### src/rtl/tqvp_dlmiles_i2c_bitseq.sv
// I2C bit-level sequencer: START, STOP and single data bits
// on open-drain SCL/SDA, paced by an external phase timer.
module tqvp_dlmiles_i2c_bitseq (
  input  logic       clk,
  input  logic       rst,
  input  logic       cmd_valid_i,
  output logic       cmd_ready_o,
  input  logic [1:0] cmd_i,
  input  logic       wdata_i,
  output logic       done_o,
  output logic       rdata_o,
  output logic       err_o,
  output logic       arb_lost_o,
  output logic       busy_o,
  output logic       timer_run_o,
  output logic       timer_clear_o,
  input  logic       stb_prewait_i,
  input  logic       stb_scllow_i,
  input  logic       stb_sclhigh_i,
  input  logic       stb_overflow_i,
  output logic       scl_oe_o,
  output logic       sda_oe_o,
  input  logic       scl_i,
  input  logic       sda_i
);

  localparam logic [1:0] CMD_START = 2'b00;
  localparam logic [1:0] CMD_STOP  = 2'b01;
  localparam logic [1:0] CMD_WRITE = 2'b10;

  typedef enum logic [3:0] {
    IDLE,
    RS_REL,
    RS_SETUP,
    ST_HOLD,
    ST_LOW,
    BIT_LOW,
    BIT_HIGH,
    SP_LOW,
    SP_SETUP,
    SP_FREE
  } state_t;

  state_t state;
  logic   owned;
  logic   is_write;
  logic   wbit;
  logic   accept;
  logic   live;
  logic   prewait;
  logic   scllow;
  logic   sclhigh;
  logic   ovf;
  logic   stretch;

  assign cmd_ready_o = (state == IDLE) && !rst;
  assign busy_o      = (state != IDLE);
  assign accept      = cmd_valid_i && cmd_ready_o;

  // Timer outputs seen while the restart pulse is out are stale.
  assign live    = !timer_clear_o;
  assign prewait = stb_prewait_i && live;
  assign scllow  = stb_scllow_i && live;
  assign sclhigh = stb_sclhigh_i && live;
  assign ovf     = stb_overflow_i && live && busy_o;

  // A slave holding SCL low freezes the high-phase timing.
  assign stretch = ((state == BIT_HIGH) || (state == SP_SETUP))
                   && !scl_i;
  assign timer_run_o = busy_o && !stretch && !rst;

  // Sequencer state, line drivers and status flags.
  always_ff @(posedge clk) begin
    if (rst) begin
      state         <= IDLE;
      owned         <= 1'b0;
      is_write      <= 1'b0;
      wbit          <= 1'b0;
      scl_oe_o      <= 1'b0;
      sda_oe_o      <= 1'b0;
      timer_clear_o <= 1'b0;
      done_o        <= 1'b0;
      err_o         <= 1'b0;
      arb_lost_o    <= 1'b0;
      rdata_o       <= 1'b0;
    end else begin
      timer_clear_o <= 1'b0;
      done_o        <= 1'b0;
      if (ovf) begin
        state    <= IDLE;
        scl_oe_o <= 1'b0;
        sda_oe_o <= 1'b0;
        owned    <= 1'b0;
        done_o   <= 1'b1;
        err_o    <= 1'b1;
      end else begin
        unique case (state)
          IDLE: begin
            if (accept) begin
              err_o      <= 1'b0;
              arb_lost_o <= 1'b0;
              is_write   <= (cmd_i == CMD_WRITE);
              wbit       <= wdata_i;
              unique case (1'b1)
                (cmd_i == CMD_START) && !owned: begin
                  state         <= ST_HOLD;
                  sda_oe_o      <= 1'b1;
                  timer_clear_o <= 1'b1;
                end
                (cmd_i == CMD_START) && owned: begin
                  state         <= RS_REL;
                  sda_oe_o      <= 1'b0;
                  scl_oe_o      <= 1'b1;
                  timer_clear_o <= 1'b1;
                end
                (cmd_i != CMD_START) && !owned: begin
                  done_o <= 1'b1;
                  err_o  <= 1'b1;
                end
                (cmd_i == CMD_STOP) && owned: begin
                  state         <= SP_LOW;
                  sda_oe_o      <= 1'b1;
                  scl_oe_o      <= 1'b1;
                  timer_clear_o <= 1'b1;
                end
                default: begin
                  state         <= BIT_LOW;
                  sda_oe_o      <= (cmd_i == CMD_WRITE) && !wdata_i;
                  timer_clear_o <= 1'b1;
                end
              endcase
            end
          end
          RS_REL: begin
            if (scllow) begin
              state         <= RS_SETUP;
              scl_oe_o      <= 1'b0;
              timer_clear_o <= 1'b1;
            end
          end
          RS_SETUP: begin
            if (prewait && scl_i) begin
              state         <= ST_HOLD;
              sda_oe_o      <= 1'b1;
              timer_clear_o <= 1'b1;
            end
          end
          ST_HOLD: begin
            if (prewait) begin
              state         <= ST_LOW;
              scl_oe_o      <= 1'b1;
              timer_clear_o <= 1'b1;
            end
          end
          ST_LOW: begin
            if (scllow) begin
              state  <= IDLE;
              owned  <= 1'b1;
              done_o <= 1'b1;
            end
          end
          BIT_LOW: begin
            if (scllow) begin
              state         <= BIT_HIGH;
              scl_oe_o      <= 1'b0;
              timer_clear_o <= 1'b1;
            end
          end
          BIT_HIGH: begin
            if (sclhigh && scl_i) begin
              state   <= IDLE;
              done_o  <= 1'b1;
              rdata_o <= sda_i;
              // The winning master owns the clock from here on.
              if (is_write && wbit && !sda_i) begin
                arb_lost_o <= 1'b1;
                owned      <= 1'b0;
                sda_oe_o   <= 1'b0;
                scl_oe_o   <= 1'b0;
              end else begin
                scl_oe_o <= 1'b1;
              end
            end
          end
          SP_LOW: begin
            if (scllow) begin
              state         <= SP_SETUP;
              scl_oe_o      <= 1'b0;
              timer_clear_o <= 1'b1;
            end
          end
          SP_SETUP: begin
            if (prewait && scl_i) begin
              state         <= SP_FREE;
              sda_oe_o      <= 1'b0;
              timer_clear_o <= 1'b1;
            end
          end
          SP_FREE: begin
            if (prewait) begin
              state  <= IDLE;
              owned  <= 1'b0;
              done_o <= 1'b1;
            end
          end
          default: state <= IDLE;
        endcase
      end
    end
  end

endmodule

### config.mk
export PLATFORM = sky130hd
export DESIGN_NAME = tqvp_dlmiles_i2c_bitseq
export DESIGN_NICKNAME = d
export VERILOG_FILES = /design/src/rtl/tqvp_dlmiles_i2c_bitseq.sv
export SDC_FILE = /design/constraint.sdc
export NUM_CORES = 1
export LEC_CHECK = 0
export BUFFER_PORTS_ARGS = -buffer_cell sky130_fd_sc_hd__buf_2
export CORE_ASPECT_RATIO = 1.75
export CORE_MARGIN = 1.5
export CORE_UTILIZATION = 27
export CTS_CLUSTER_SIZE = 24
export DETAILED_ROUTE_END_ITERATION = 12
export PLACE_DENSITY_LB_ADDON = 0.1
export SYNTH_ARGS = -nofsm -noshare
export SYNTH_HDL_FRONTEND = slang
export SYNTH_SLANG_ARGS = --single-unit
### constraint.sdc
create_clock -name clk -period 1.9 [get_ports clk]
set_input_delay 0 -clock clk [delete_from_list [all_inputs] [get_ports clk]]
set_output_delay 0 -clock clk [all_outputs]
set_load 0.02 [all_outputs]
# [Word level (Yosys, flattened, before mapping)]
# Cells that the tools add are included.
[word_totals] register_bits=14
[op_classes] eq_ne=25 n_mux=47 n_bitwise=1 reduce_logical=50
[ops] cell="$mux 4" n=10
[ops] cell="$pmux 4 s10" n=1
[ops] cell="$mux 1" n=28
[ops] cell="$ne 2x2->1 const B" n=10
[ops] cell="$logic_and 1x1->1" n=19
[ops] cell="$eq 4x3->1 const B" n=4
[ops] cell="$pmux 1 s4" n=4
[ops] cell="$pmux 4 s4" n=1
[ops] cell="$reduce_bool 4->1" n=3
[ops] cell="$reduce_and 11->1" n=1
[ops] cell="$reduce_and 5->1" n=2
[ops] cell="$eq 4x2->1 const B" n=2
[ops] cell="$eq 4x4->1 const B" n=2
[ops] cell="$ne 2x1->1 const B" n=4
[ops] cell="$reduce_bool 2->1" n=4
[ops] cell="$reduce_or 2->1" n=4
[ops] cell="$logic_not 1->1" n=7
[ops] cell="$reduce_and 7->1" n=1
[ops] cell="$pmux 1 s3" n=2
[ops] cell="$reduce_and 3->1" n=2
[ops] cell="$reduce_and 6->1" n=1
[ops] cell="$eq 4x1->1 const B" n=1
[ops] cell="$logic_not 4->1" n=1
[ops] cell="$reduce_bool 3->1" n=1
[ops] cell="other kinds (8)" n=8

# [Logic depth before layout (Yosys ltp)]
[depth] ltp_word=6 ltp_mapped=8 ltp_nobuf=6

# [Worst setup path before layout]
# OpenSTA, ideal clock, no wires.
[synth_path] path_type="register to register" startpoint="reg state[3]" endpoint="reg sda_oe_o" setup_ps=69 t_arrival_ps=1799 t_required_ps=1831 slack_ps=32 stages_incl_launch_ff=8 period_less_slack_ps=1868 cell_sequence="dfxtp_1 > buf_6 > nor4_4 > nor3b_2 > or2_0 > buf_2 > or4b_1 > o21ai_1"
[synth_via] elab_chain_len=5 word_cells_on_any_way=18 cone_classes="9 x eq/ne; 1 x mux; 8 x reduce/logical"
[synth_lines] item="start, declared" line_no="44" text="state_t state;"
[synth_lines] item="start signal, assigned" line_no="75" text="state <= IDLE;"
[synth_lines] item="start signal, assigned" line_no="90" text="state <= IDLE;"
[synth_lines] item="start signal, assigned" line_no="106" text="state <= ST_HOLD;"
[synth_lines] item="$logic_not 4->1" line_no="56, 97"
[synth_lines] item="$logic_and 1x1->1" line_no="56" text="assign cmd_ready_o = (state == IDLE) && !rst;"
[synth_lines] item="$logic_and 1x1->1" line_no="58" text="assign accept = cmd_valid_i && cmd_ready_o;"
[synth_lines] item="$ne 2x2->1 (no line)"
[synth_lines] item="$reduce_and 7->1 (no line)"
[synth_lines] item="end signal, assigned" line_no="128" text="sda_oe_o <= (cmd_i == CMD_WRITE) && !wdata_i;"
[synth_lines] item="end, declared" line_no="22" text="output logic sda_oe_o,"
# Several ways; a longest one is shown, not always the timed one.
# A chain may end at the register's enable or synchronous reset.

# [Worst setup path after layout]
[layout_path] startpoint="reg state[2]" endpoint="reg state[3]"
[layout_via] elab_chain_len=5 word_cells_on_any_way=28 cone_classes="20 x eq/ne; 1 x mux; 7 x reduce/logical"
[layout_lines] item="$logic_not 4->1" line_no="56, 97"
[layout_lines] item="$logic_and 1x1->1" line_no="56"
[layout_lines] item="$logic_and 1x1->1" line_no="58"
[layout_lines] item="$ne 2x2->1 (no line)"
[layout_lines] item="$reduce_and 11->1 (no line)"
# Several ways; a longest one is shown, not always the timed one.

==> results.cfg <==
[placed_design]
dp_hpwl_mm = 2.91
place_area_um2 = 1430
portBuffers = 21
gp_congestion = 0.850
pre_cts_ws_ps = -11.2

[timing]
hold_viol = 0
fmax_mhz = 546
timing.final.crit_share_pct = 96.3
setup_tns_ps = 0
holdWs_ps = 14.1
min_period_ps = 1830
max_slew_margin_pct = 72.9
slew_violations = 0
setup_ws_ps = 70.1
fin_skew_ps = 3.08
worstMarginPinSlew_ps = 402
finalSetupViolCount = 0

[floorplan]
dieHeight_um = 87.3
die_area_um2 = 4470
rows = 30
coreArea_um2 = 3900
start_util_pct = 28.1
io_pins = 22
die_w_um = 51.2

[yosys]
synthCells = 146
async_flop_share_pct = 0
syn_area_um2 = 1100
ys_seq_area_share_pct = 25.5
yosysTopAreaCellShare_pct = 25.5
synthFlopType = dfxtp_1
yosys-top-cells-area = dfxtp_1, a21oi_1, nor2_1, nand2b_1, o21ai_0
postSynthAreaPerCell_um2 = 7.52
ys_types = 48
synth_top_area_cell = dfxtp_1
ys_seq_elements = 14
ys_warn_count = 0
synth_nets = 158
synth_edf_count = 0

[worst_setup_path]
worstPathRequired_ps = 2050
cpPeakStageDelay_ps = 540
slowest_stage = or4bb_1
path_max_fanout = 10
cp_cell_sequence = or4bb_1 -> o22a_1 -> nand3_1 -> nor3_1 -> a211oi_1
crit_type = flop to flop
cp.arrival_ps = 1980
cp-start-kind = flop
crit_path_end_kind = flop

[route]
routedWlPerCell_um = 15.4
totalWireLength_mm = 3.74
drc_errors = 0
ant_nets = 0
dr.pass1.iters = 4
viasPerCell = 5.39
drt_iter0_markers = 38
num_vias = 1309

[outcome]
status = completed

[clock_tree]
numCtsBuffers = 3
cts_tree = yes
clk_latency_ps = 240
ctsLongestPathBuffers = 2
htreeDepth = 1
root_buffer = clkbuf_8
clk_pin_slew_worst_paths_ps = 60
clock_sinks = 14

[layout]
most-common-layout-cells = buf_4, buf_2, nor2_1
final_core_util_pct = 40.3
final_layout_size_suffix_gt1_share_pct = 36.4
regArea_um2 = 290
final_common_cell = buf_4
multi_input_area_um2 = 754
finish.instance_area_um2 = 1570
nNetsFinal = 208
syn_to_final_growth_pct = 43.4
nFillCells = 429
insertedDiodeCount = 0

[global_routing]
grt_use_total_pct = 18.1
grt_first_pass_wirelength_mm = 6.13
antenna_found_initial = 0
grt_overflow = 0
grt_pass1_vias = 1319
grt_max_degree = 16

[pwr]
swShare_pct = 41.5
p_int_mw = 1.25
power_leakage_nw = 0.655
ir_drop_uv = 684
pwr-share-clk_pct = 13.4
power_switching_uw = 889
combPwrFrac_pct = 64.3
seqPwrFrac_pct = 22.3
p_per_area_nw_per_um2 = 1360

[job]
maxCapViolations = 0

[hold_path]
hold_class = input port to flop
synthesized netlist by cell type (all sizes together), types with 3 or more instances:
| cell | n |
|---|---|
| dfxtp | 14 |
| nor2 | 13 |
| a21oi | 12 |
| nand2 | 9 |
| o21ai | 9 |
| clkbuf | 7 |
| nand2b | 7 |
| nor2b | 6 |
| a31oi | 5 |
| inv | 5 |
| a32oi | 4 |
| buf | 4 |
| nor3 | 4 |
| o22ai | 4 |
| a211oi | 3 |
| nand3 | 3 |
| nand3b | 3 |
| nor4 | 3 |
logic make-up (layout without fill, tap and decap cells):
family	Yosys count	in the layout	synth area share [%]
flops	14	14	25.5
simple gates	66	66	37.1
mux	2	2	1.94
buf+inv	16	65	6.96
compound gates	46	46	26.9
xor+xnor	2	2	1.60
layout make-up:
type	instances	share of cell area (%)
clock buffer	4	3.50
inverter	5	1.19
multi-input combinational	116	47.9
sequential	14	18.4
tap	48	3.82
timing repair buffer	56	25.1
per-layer routing:
layer / GRT usage [%] / share of wire (%)
met5: 0 / 0
met4: 11.5 / 3.7
met3: 2.06 / 2.9
met2: 33.2 / 55
met1: 18.7 / 38
through the flow:
step                instances  total power, mW
floorplan                 146             1.19
global placement          232             1.72
detailed placement        232             1.70
CTS                       241             2.08
global route              243             2.31
finish                    243             2.14
state kept, by name, summed over array words and instances (netlist names):
name / count
is_write: 1
err_o: 1
owned: 1
state: 4
rdata_o: 1
sda_oe_o: 1
wbit: 1
timer_clear_o: 1
arb_lost_o: 1
done_o: 1
scl_oe_o: 1
worst paths after layout:
| check | startpoint | endpoint | slack [ps] | cells past startpoint |
|---|---|---|---|---|
| hold reg to reg | sda_oe_o | sda_oe_o | 450 | 2 |
| setup / recovery | state[2] | state[3] | 70 | 5 |
| hold / removal | sda_i | rdata_o | 10 | 3 |
| setup reg to reg | state[2] | state[3] | 70 | 5 |
power by group through the flow:
| stage | sequential, mW | clock [mW] | combinational (mW) |
|---|---|---|---|
| 4_1_cts | 0.477 | 0.301 | 1.31 |
| 6_report | 0.477 | 0.288 | 1.38 |
| 3_5_place_dp | 0.475 | 0 | 1.23 |
| 3_3_place_gp | 0.481 | 0 | 1.24 |
| 2_1_floorplan | 0.458 | 0 | 0.729 |
| 5_1_grt | 0.486 | 0.316 | 1.50 |
repair_timing:
action	CTS	global route
endpoints found under the hold margin	1	0
hold buffers	1	0
pin swaps	2	3
setup endpoints to repair	3	4
buffers inserted	4	2
gates resized for setup	4	6
worst max-delay path: cells and delay by family (launching register included):
family | cells | cell delay, ps
AOI/OAI and AO/OA | 2 | 480
DFF | 1 | 460
and+or+nand+nor | 3 | 790
No activity file was read; power rests on OpenSTA's default activity.
